## src/rtl/hazard_ctrl.sv

```systemverilog
// Pipeline sequencing controller: load-use, EX redirect and data-memory wait-state handling.
// Strobes are combinational; mem_err and the performance counters are registered.
module hazard_ctrl #(
    parameter int MEM_TIMEOUT = 16,
    parameter int CNT_W       = 32
) (
    input  logic             clk,
    input  logic             rst,
    input  logic             id_valid,
    input  logic [4:0]       id_rs1,
    input  logic [4:0]       id_rs2,
    input  logic             id_use_rs1,
    input  logic             id_use_rs2,
    input  logic             ex_mem_read,
    input  logic [4:0]       ex_rd,
    input  logic             ex_redirect,
    input  logic             dmem_req,
    input  logic             dmem_ack,
    output logic             pc_stall,
    output logic             if_id_stall,
    output logic             if_id_flush,
    output logic             id_ex_stall,
    output logic             id_ex_flush,
    output logic             ex_mem_stall,
    output logic             mem_wb_flush,
    output logic             mem_err,
    output logic [CNT_W-1:0] stall_cycles,
    output logic [CNT_W-1:0] flush_events
);

    typedef enum logic {S_IDLE, S_WAIT} state_t;

    localparam logic [7:0] TO_LAST = 8'(MEM_TIMEOUT - 1);

    state_t     state, state_nxt;
    logic [7:0] to_cnt, to_cnt_nxt;
    logic       err_nxt;
    logic       mem_stall;
    logic       lu;
    logic       redirect_applied;

    assign lu = id_valid && ex_mem_read && (ex_rd != 5'd0) &&
                ((id_use_rs1 && (id_rs1 == ex_rd)) || (id_use_rs2 && (id_rs2 == ex_rd)));

    always_ff @(posedge clk or posedge rst) begin
        if (rst) begin
            state  <= S_IDLE;
            to_cnt <= 8'd0;
        end else begin
            state  <= state_nxt;
            to_cnt <= to_cnt_nxt;
        end
    end

    always_comb begin
        state_nxt  = state;
        to_cnt_nxt = to_cnt;
        err_nxt    = 1'b0;
        mem_stall  = 1'b0;
        case (state)
            S_IDLE: begin
                if (dmem_req && !dmem_ack) begin
                    mem_stall  = 1'b1;
                    state_nxt  = S_WAIT;
                    to_cnt_nxt = 8'd0;
                end
            end
            S_WAIT: begin
                if (!dmem_req || dmem_ack) begin
                    state_nxt = S_IDLE;
                end else if (to_cnt == TO_LAST) begin
                    // Give up: release the pipeline now, flag the error next cycle.
                    state_nxt = S_IDLE;
                    err_nxt   = 1'b1;
                end else begin
                    mem_stall  = 1'b1;
                    to_cnt_nxt = to_cnt + 8'd1;
                end
            end
            default: state_nxt = S_IDLE;
        endcase
    end

    always_comb begin
        pc_stall     = 1'b0;
        if_id_stall  = 1'b0;
        if_id_flush  = 1'b0;
        id_ex_stall  = 1'b0;
        id_ex_flush  = 1'b0;
        ex_mem_stall = 1'b0;
        mem_wb_flush = 1'b0;
        if (!rst) begin
            if (mem_stall) begin
                pc_stall     = 1'b1;
                if_id_stall  = 1'b1;
                id_ex_stall  = 1'b1;
                ex_mem_stall = 1'b1;
                mem_wb_flush = 1'b1;
            end else if (ex_redirect) begin
                if_id_flush = 1'b1;
                id_ex_flush = 1'b1;
            end else if (lu) begin
                pc_stall    = 1'b1;
                if_id_stall = 1'b1;
                id_ex_flush = 1'b1;
            end
        end
    end

    assign redirect_applied = !rst && ex_redirect && !mem_stall;

    always_ff @(posedge clk or posedge rst) begin
        if (rst) begin
            mem_err      <= 1'b0;
            stall_cycles <= '0;
            flush_events <= '0;
        end else begin
            mem_err <= err_nxt;
            if (pc_stall)
                stall_cycles <= stall_cycles + CNT_W'(1);
            if (redirect_applied)
                flush_events <= flush_events + CNT_W'(1);
        end
    end

endmodule

```

## config.mk

```make
export PLATFORM = sky130hd
export DESIGN_NAME = hazard_ctrl
export DESIGN_NICKNAME = d
export VERILOG_FILES = /design/src/rtl/hazard_ctrl.sv
export SDC_FILE = /design/constraint.sdc
export NUM_CORES = 1
export LEC_CHECK = 0
export CORE_MARGIN = 2
export CORE_UTILIZATION = 45
export DETAILED_ROUTE_END_ITERATION = 7
export PLACE_DENSITY = 0.75
export SYNTH_ARGS = -nofsm -noshare
export SYNTH_HDL_FRONTEND = slang
export SYNTH_SLANG_ARGS = --single-unit
```

## constraint.sdc

```tcl
create_clock -name clk -period 8.83 [get_ports clk]
set_input_delay 2.2075 -clock clk [delete_from_list [all_inputs] [get_ports clk]]
set_output_delay 2.2075 -clock clk [all_outputs]
set_load 0.05 [all_outputs]
```

## Yosys cells after proc, flatten, opt, wreduce, memory -nomap -nowiden

Index checks and enable logic that the tools add are counted.

- Register bits after elaboration: 74
- Input bits: 24
- Output and inout bits: 72

- Add/sub/neg operators: 3
- Equal/unequal tests: 6
- Mux-type cells: 23
- Bitwise operators: 1
- Reductions and logical operators: 16

Operator list:

| operator | count |
|---|---|
| $add 32x1->32 const B | 2 |
| $mux 8 | 3 |
| $mux 1 | 18 |
| $pmux 8 s2 | 1 |
| $eq 5x5->1 | 2 |
| $add 8x1->8 const B | 1 |
| $eq 8x4->1 const B | 1 |
| $logic_and 1x1->1 | 8 |
| $ne 2x2->1 const B | 3 |
| $reduce_bool 5->1 | 1 |
| $logic_not 1->1 | 4 |
| $reduce_and 3->1 | 1 |
| $logic_or 1x1->1 | 2 |
| $pmux 1 s2 | 1 |
| $not 1->1 | 1 |

## Longest topological paths before layout

Gate-level depths: netlist of run 1.

- Depth after elaboration: 8
- Depth in mapped cells: 9
- Gate-level depth less buffers: 8

## Least setup slack after synthesis of run 1

No wires, ideal clock.

- Kind: input to output
- Start point: in rst
- End point: out if_id_flush
- Arrival time: 4.634 ns
- Path slack: 1.988 ns
- Cell stages on the path: 3
- Cells stage by stage: inv_1 -> and3_1 -> clkbuf_1

- Longest elaborated chain between the ends: 1

RTL lines:

| item | line | text |
|---|---|---|
| start, declared | 8 | `input logic rst,` |
| $mux 1 | 92 | `if (!rst) begin` |
| end, declared | 21 | `output logic if_id_flush,` |

Every way passes these cells.

## Worst setup path in the final report of run 1

- Start point: in dmem_req
- End point: out if_id_stall

- Longest elaborated chain between the ends: 6

RTL lines:

| item | line | text |
|---|---|---|
| start, declared | 17 | `input logic dmem_req,` |
| $logic_not 1->1 | 69 | `if (!dmem_req \|\| dmem_ack) begin` |
| $logic_or 1x1->1 | 69 |  |
| $mux 1 | 69 |  |
| $pmux 1 s2 (*) | 60 | `case (state)` |
| $mux 1 (*) | 93 | `if (mem_stall) begin` |
| $mux 1 (*) | 92 |  |
| end, declared | 20 | `output logic if_id_stall,` |

Every way passes the cells marked *; elsewhere a longest branch is shown, timed or not.

==> results.md, run 1 <==
- The detailed router finished its first iteration with 100 violations.
- The number of remaining DRC errors is 0.
- The remaining antenna violation count is 0.
- For this run, the number of Yosys warnings is 0.
- After clock tree synthesis, the flow added hold-fix buffers numbering 0.
- The post-DP HPWL is 5.55 mm.
- Across every metal layer, demand over resource in global routing totals 18.1%.
- The total setup violations reported at the end of the flow is 0.
- The TritonCTS clock tree is done.
- The tree is rooted in a sky130_fd_sc_hd__clkbuf_8.
- Averaged over all synthesized cells, the footprint is 10.7 um^2.
- The detail-routed via count per cell is 5.14.
- The biggest cell delay along the critical path is 0.89 ns.
- After technology mapping, the gate count stands at 333.
- Dividing the detail-routed wire length by the instance count gives 13.9 um.
- The startpoint identified for the worst register-to-register timing path is to_cnt[5]$_DFFE_PP0P_.
- The initial utilization of the core area, before any placement, comes to 46.2%.
- Routability-driven placement finished with a final weighted congestion of 0.808.
- For this design, the sink count on the clock tree is 74.
- The number of enable-type register cells in the synthesized netlist is 0.
- The final-report max-slew violation count is 0.
- The number of hold violations in the final report was 0.
- Across the run, the number of max-cap violations was 0.
- Setup repair after global routing left no endpoint under its margin.
- Across all hold checks on the routed design, the worst slack comes to 0.467 ns.
- For this run the aggregate overflow at the end of global routing stands at 0.
- The worst-case clock buffer depth is 2.
- From synthesis to final layout, the design area changed by 33.8%.
- Before antenna repair, the detailed router went through 4 iterations.
- The repair_antennas step left the layout with diodes totalling 0.
- Buffers added to address setup during post-CTS repair amount to 0.
- STA classifies the critical path startpoint as an input port.
- At the end of the flow, the number of nets in the layout was 457.
- The setup TNS is 0 ns.
- The number of synthesized register bits is 74.
- Data arrives at the worst endpoint at 4.98 ns.
- The worst flop-to-flop path endpoint is stall_cycles[7]$_DFFE_PP0P_.
- The smallest clock period supported by the final layout is computed as 7.19 ns.
- The data required time at the worst endpoint is 6.62 ns.
- Synthesis produced a netlist with a net count of 360.
- The worst setup path is of the input port to output pin kind.
- The register-to-register path setup slack is 6.15 ns.
- The most frequent cell on the critical path is sky130_fd_sc_hd__clkdlybuf4s50_1.
- For the pin with the worst max-slew slack, the measured transition is 0.891 ns.
- The run finished with clean final reports.
- The number of buffers added by the clock tree synthesis step is 9.
- The pin count of the biggest net entering global routing is 76.
- The placed instances occupy a cell area of 0.00461 mm^2.
- The number of I/O port buffers is 95.
- The final standard cell area without fillers is 0.00478 mm^2.
- The critical path endpoint category is an output pin.
- The first global-routing pass estimated 12.5 mm of wire.
- In this run the core area contains 32 standard-cell rows.
- In this run the number of H-tree levels came out at 3.
- The count of unique library cells instantiated by Yosys is 40.
- The via count of the first global-routing pass is 2561.
- The initial antenna violation count is 0.
- The maximum frequency from static timing analysis is 139 MHz.
- Post-CTS repair changed the size of 0 cells.
- The clock-pin slew on the worst setup and hold paths is 0.07 ns.
- The largest vdd supply drop is 141 uV.
- The horizontal die dimension is 93.1 um.
- The proportion of synthesized flip-flops having asynchronous set or reset is 100%.
- In this run the static leakage power is 2.09 nW.
- On the critical path, the stage with the largest delay is an instance of sky130_fd_sc_hd__clkdlybuf4s50_1.
- In the final layout, the share of cells above drive strength 1 is 6.21%.
- The type of the tightest min-delay check is flop to flop.
- The top fanout value on the critical path is 21.
- Counting the fill cells in the layout gives 648.
- Dividing total power by cell area gives a power density of 173 mW/mm^2.
- The detailed router placed 2761 vias in this run.
- Summed over all layers, the routed wires come to 7.49 mm.
- The core box area is 0.00773 mm^2.
- Of the synthesized area, sequential elements account for 51.8%.
- For the worst-skew pair, the clock arrives at the later sink with an insertion delay of 0.34 ns.
- The critical hold path startpoint is stall_cycles[31]$_DFFE_PP0P_.
- The full die area is 0.00867 mm^2.
- The final worst-path setup slack is 1.64 ns.
- The top-level port count is 96.
- The final worst-path cycle share is 81.4%.
- The worst-case setup slack after placement is 1.65 ns.
- The length in cells of the worst reg-to-reg path is 8.
- Traced cell by cell, the critical path runs through clkdlybuf4s50_1, nor2b_1, o31ai_4, nor2_1, a31oi_2, buf_4, inv_1, clkdlybuf4s50_1.
- The endpoint of the worst hold-timing path is stall_cycles[31]$_DFFE_PP0P_.
- Counting instances, the worst hold path has a depth of 1.
- The worst clock skew on the final layout is 0.00942 ns.
- The tightest slew margin relative to the limit is 40.6%.
- The floorplan step set the die height to 93.1 um.
- The area of the mapped netlist is 0.00357 mm^2.
- The top flip-flop cell by instance count after synthesis is sky130_fd_sc_hd__dfrtp_1.
==> layer usage <==
| metal | vias to the layer above | GRT usage (%) | part of all wire [%] |
|---|---|---|---|
| met1 | 1333 | 24.0 | 46 |
| met4 | 0 | 6.99 | 1.5 |
| li1 | 1352 | - | - |
| met3 | 9 | 4.75 | 5.1 |
| met5 | - | 0 | 0 |
| met2 | 67 | 28.6 | 48 |
==> logic make-up after synthesis <==
| family | share of synthesized area, % |
|---|---|
| AND/OR/NAND/NOR | 23.7 |
| XOR/XNOR | 18.4 |
| flip-flops | 51.8 |
| buffers and inverters | 2.21 |
| AO/OA/AOI/OAI | 2.52 |
| adder cells (fa/ha/maj) | 1.05 |
| multiplexers | 0.315 |
==> layout by cell type (no fill, tap or decap), types with 2 or more instances in the layout <==
cell                               n
sky130_fd_sc_hd__and2_1            2
sky130_fd_sc_hd__clkinv_2          2
sky130_fd_sc_hd__o21ai_0           2
sky130_fd_sc_hd__clkbuf_8          9
sky130_fd_sc_hd__dfrtp_1          74
sky130_fd_sc_hd__buf_4             2
sky130_fd_sc_hd__xnor2_1          46
sky130_fd_sc_hd__and4_1            8
sky130_fd_sc_hd__nor3_4            2
sky130_fd_sc_hd__nor4_1            6
sky130_fd_sc_hd__o31ai_1           2
sky130_fd_sc_hd__nor3_1            8
sky130_fd_sc_hd__and3_1           12
sky130_fd_sc_hd__nand2_1          36
sky130_fd_sc_hd__clkdlybuf4s50_1  95
sky130_fd_sc_hd__nand3_1          24
sky130_fd_sc_hd__clkinvlp_4        2
sky130_fd_sc_hd__nand4_1          25
sky130_fd_sc_hd__nor3b_1           2
sky130_fd_sc_hd__xor2_1           29
sky130_fd_sc_hd__ha_1              3
sky130_fd_sc_hd__inv_1             2
sky130_fd_sc_hd__nor2_1           20
==> critical path: cells and delay by family <==
kind	cells	cell delay, ns
buffers and inverters	4	1.95
AO/OA/AOI/OAI	2	0.25
AND/OR/NAND/NOR	2	0.56
==> cells in the mapped netlist (2+ instances only) <==
cell	instances	area share, %
sky130_fd_sc_hd__buf_2	4	0.56
sky130_fd_sc_hd__nor3_1	8	1.1
sky130_fd_sc_hd__and4_1	8	2.0
sky130_fd_sc_hd__ha_1	3	1.1
sky130_fd_sc_hd__buf_4	4	0.84
sky130_fd_sc_hd__xnor2_1	46	11
sky130_fd_sc_hd__nor3b_1	2	0.42
sky130_fd_sc_hd__nand2_1	36	3.8
sky130_fd_sc_hd__o31ai_1	2	0.42
sky130_fd_sc_hd__nand4_1	25	4.4
sky130_fd_sc_hd__o21ai_0	2	0.28
sky130_fd_sc_hd__nor2_1	20	2.1
sky130_fd_sc_hd__inv_1	3	0.32
sky130_fd_sc_hd__nor4_1	6	1.1
sky130_fd_sc_hd__clkbuf_1	2	0.21
sky130_fd_sc_hd__dfrtp_1	74	52
sky130_fd_sc_hd__and3_1	12	2.1
sky130_fd_sc_hd__nor3_4	2	0.91
sky130_fd_sc_hd__and2_1	2	0.35
sky130_fd_sc_hd__nand3_1	24	3.4
sky130_fd_sc_hd__xor2_1	29	7.1
==> per-stage QoR <==
| step | util, % | power, mW | cells |
|---|---|---|---|
| 5_1_grt | 61.9 | 0.867 | 537 |
| 2_1_floorplan | - | 0.529 | 333 |
| 3_3_place_gp | 59.7 | 0.604 | 521 |
| 6_report | 61.9 | 0.829 | 537 |
| 4_1_cts | 61.9 | 0.835 | 537 |
| 3_5_place_dp | 59.7 | 0.608 | 521 |
==> worst max-delay path by stage <==
stage	startpoint	to	depth (start not counted)
final	dmem_req	if_id_stall	8
after floorplan	rst	if_id_flush	3
after global routing	dmem_req	pc_stall	8
after CTS	dmem_req	if_id_stall	8
after detailed placement	dmem_req	if_id_stall	8
after global placement	dmem_req	if_id_stall	8
==> cell type report <==
type                            instances  area [um^2]  share of cell area, %
Timing Repair Buffer                   97          966                   20.2
Sequential cell                        74         1850                   38.7
Multi-Input combinational cell        244         1650                   34.5
Inverter                                4         17.5                  0.366
Clock buffer                           10          128                   2.67
Clock inverter                          6         42.5                  0.890
Tap cell                              102          128                   2.67
==> power by group <==
group	switching, mW	internal [mW]	leakage [nW]
logic	0.135	0.0722	0.994
clock network	0.126	0.102	0.0827
registers	0.0328	0.361	1.02
total	0.293	0.536	2.09
==> registers in the layout, indices dropped and copies added, names as in the netlist <==
name / count
flush_events: 32
mem_err: 1
stall_cycles: 32
state: 1
to_cnt: 8
No activity file was read; power rests on OpenSTA's default activity.
==> run 2, diff against run 1 <==
Clock period 8.83 ns to 7.25 ns, I/O delays scaled along.
==> run 2 against run 1 <==
Final cell count did not move. Combinational power rose by 22%. Critical path type unchanged. Critical path depth fell by 1.
==> results.md, run 2 (synthesis gave the netlist of run 1 again) <==
- The via count of the first global-routing pass is 2783 (+8.7%).
- The quantity of gates resized following cts was 0 (unchanged).
- The fraction of final layout cells with drive strength greater than 1 is 6.44% (+0.23 points).
- The remaining antenna violation count is 0 (unchanged).
- The core box area is 0.00773 mm^2 (unchanged).
- The iteration count of the initial detailed-routing pass came to 4 (unchanged).
- The die boundary height was 93.1 um (unchanged).
- The final standard cell area without fillers is 0.00479 mm^2 (+0.18%).
- The maximum frequency from static timing analysis is 161 MHz.
- The top fanout value on the critical path was 15 (-29%).
- The starting density of the core is 46.2% (unchanged).
- The full die area is 0.00867 mm^2 (unchanged).
- The min-delay analysis places its worst path in the category flop to flop.
- The number of buffers added for setup after CTS is 0 (unchanged).
- The number of remaining DRC errors was 0 (unchanged).
- The worst-case setup slack after placement is 1.05 ns (-0.607 ns).
- The horizontal die dimension is 93.1 um (unchanged).
- The largest vdd supply drop is 212 uV (+50%).
- The worst setup path is captured at an output pin.
- The setup TNS came to 0 ns (unchanged).
- The area after detailed placement was 0.00461 mm^2 (unchanged).
- Setup repair after global routing left no endpoint under its margin.
- The number of nets in the layout is 457 (unchanged).
- The final worst-path setup slack is 1.04 ns (-0.606 ns).
- The overall overflow remaining after global route was 0 (unchanged).
- The global placement routability congestion is 0.799 (-1.1%).
- The smallest hold slack is 0.465 ns (-0.00158 ns).
- In the finished design, the share of the clock period the worst path needs comes to 85.7%.
- The run finished with clean final reports.
- The TritonCTS clock tree is done.
- The number of buffers added by the clock tree synthesis step is 9 (unchanged).
- The total setup violations reported at the end of the flow is 0 (unchanged).
- The cell area power density was 213 mW/mm^2 (+23%).
- Counting I/O delays and the setup requirement, the final critical path takes 6.21 ns.
- The detail-routed via count per cell is 5.17 (+0.62%).
- The total detailed-routing wirelength is 7.89 mm (+5.3%).
- The iteration-0 DRC count of the detailed router is 88 (-12%).
- Leaving out fill and tap cells, the most frequent cells in the layout are sky130_fd_sc_hd__clkdlybuf4s50_1, sky130_fd_sc_hd__dfrtp_1, sky130_fd_sc_hd__xnor2_1.
- The number of I/O port buffers is 95 (unchanged).
- The number of diodes is 0 (unchanged).
- Leaving out fill and tap cells, the most frequent cell in the layout is sky130_fd_sc_hd__clkdlybuf4s50_1.
- The final core area utilization is 62.0% (+0.11 points).
- The overall power after layout is 1.02 mW (+23%).
- The initial antenna violation count is 0 (unchanged).
- The root buffer cell is sky130_fd_sc_hd__clkbuf_8.
- The sink count of the clock tree is 74 (unchanged).
- The worst clock skew on the final layout is 0.0107 ns (+0.00125 ns).
- The total vias in the final route is 2778 (+0.62%).
- The number of non-filler instances in the completed layout came to 537 (unchanged).
- The routed length per instance is 14.7 um (+5.3%).
- The top-level port count was 96 (unchanged).
- The data required time at the worst endpoint is 5.44 ns (-1.18 ns).
- The number of hold violations in the final report is 0 (unchanged).
- The tightest slew margin relative to the limit is 38.2% (-2.3 points).
- The worst-case clock buffer depth came to 2 (unchanged).
- The biggest cell delay along the critical path is 0.89 ns (about the same).
- The post-DP HPWL is 5.76 mm (+3.7%).
- The global routing usage summed across all routing layers is 19.3% (+1.2 points).
- The number of hold buffers added after cts is 0 (unchanged).
- The critical path in this run is classified as input port to output pin.
- The largest registers in the layout are flush_events x32, stall_cycles x32, to_cnt x8.
- The arrival time of data at the critical path endpoint is 4.40 ns (-0.58 ns).
- The measured slew at the worst slew-check pin is 0.926 ns (+0.0352 ns).
- The pin count of the biggest net entering global routing was 76 (unchanged).
- STA classifies the critical path startpoint as an input port.
- The placement row count is 32 (unchanged).
- The number of maximum-capacitance violations is 0 (unchanged).
- Traced cell by cell, the critical path runs through clkdlybuf4s50_1, nor2b_1, o31ai_4, nor2_1, a31oi_2, inv_1, clkdlybuf4s50_1.
- The area added between synthesis and finish is 34.1%.
- The clock latency on the worst-skew pair is 0.34 ns (about the same).
- The total number of H-tree levels is 3 (unchanged).
- The clock-pin slew on the worst setup and hold paths was 0.08 ns (about the same).
- The most frequent cell on the critical path is sky130_fd_sc_hd__clkdlybuf4s50_1.
- The global-route wire length before repair came to 13.3 mm (+6.8%).
- The slowest stage of the critical path is the sky130_fd_sc_hd__clkdlybuf4s50_1 cell.
- The cell leakage power is 2.11 nW (+0.66%).
- The placed instance count came to 521 (unchanged).
- The final-report max-slew violation count is 0 (unchanged).
-- run 2: critical path, delay by kind of cell --
kind | cells | cell delay (ns)
and+or+nand+nor | 2 | 0.58
AOI/OAI and AO/OA | 2 | 0.26
buffers and inverters | 3 | 1.73
-- run 2: path summary, 6_finish.rpt --
| path | startpoint | endpoint | slack [ns] | cells after the start |
|---|---|---|---|---|
| max | dmem_req | if_id_stall | 1.04 | 7 |
| min | stall_cycles[31]$_DFFE_PP0P_ | stall_cycles[31]$_DFFE_PP0P_ | 0.47 | 1 |
| max reg2reg | state$_DFF_PP0_ | flush_events[27]$_DFFE_PP0P_ | 4.75 | 7 |
| min reg2reg | stall_cycles[31]$_DFFE_PP0P_ | stall_cycles[31]$_DFFE_PP0P_ | 0.47 | 1 |
| max in group asynchronous | rst | flush_events[26]$_DFFE_PP0P_ | 4.36 | 3 |
| min in group asynchronous | rst | flush_events[2]$_DFFE_PP0P_ | 2.30 | 3 |
-- run 2: routing by layer --
layer | GRT usage, % | wire length [um] | vias to the layer above
li1 | - | - | 1360
met1 | 26.3 | 3570 | 1343
met2 | 30.4 | 3850 | 71
met3 | 5.48 | 402 | 4
met4 | 5.15 | 60 | 0
met5 | 0 | 0 | -
-- run 2: power by group --
group	internal [mW]	switching, mW	leakage, nW	total, mW
clock network	0.134	0.155	0.0964	0.289
registers	0.440	0.0399	1.02	0.479
logic	0.0878	0.165	0.994	0.253
total	0.662	0.359	2.11	1.02
-- run 2: final cells by class --
cell class	count	area [um^2]
fillers	632	2940
flip-flops and latches	74	1850
multi-input cells	244	1650
repair buffers	97	966
clock buffers	10	138
well taps	102	128
clock inverters	6	41.3
inverters	4	17.5
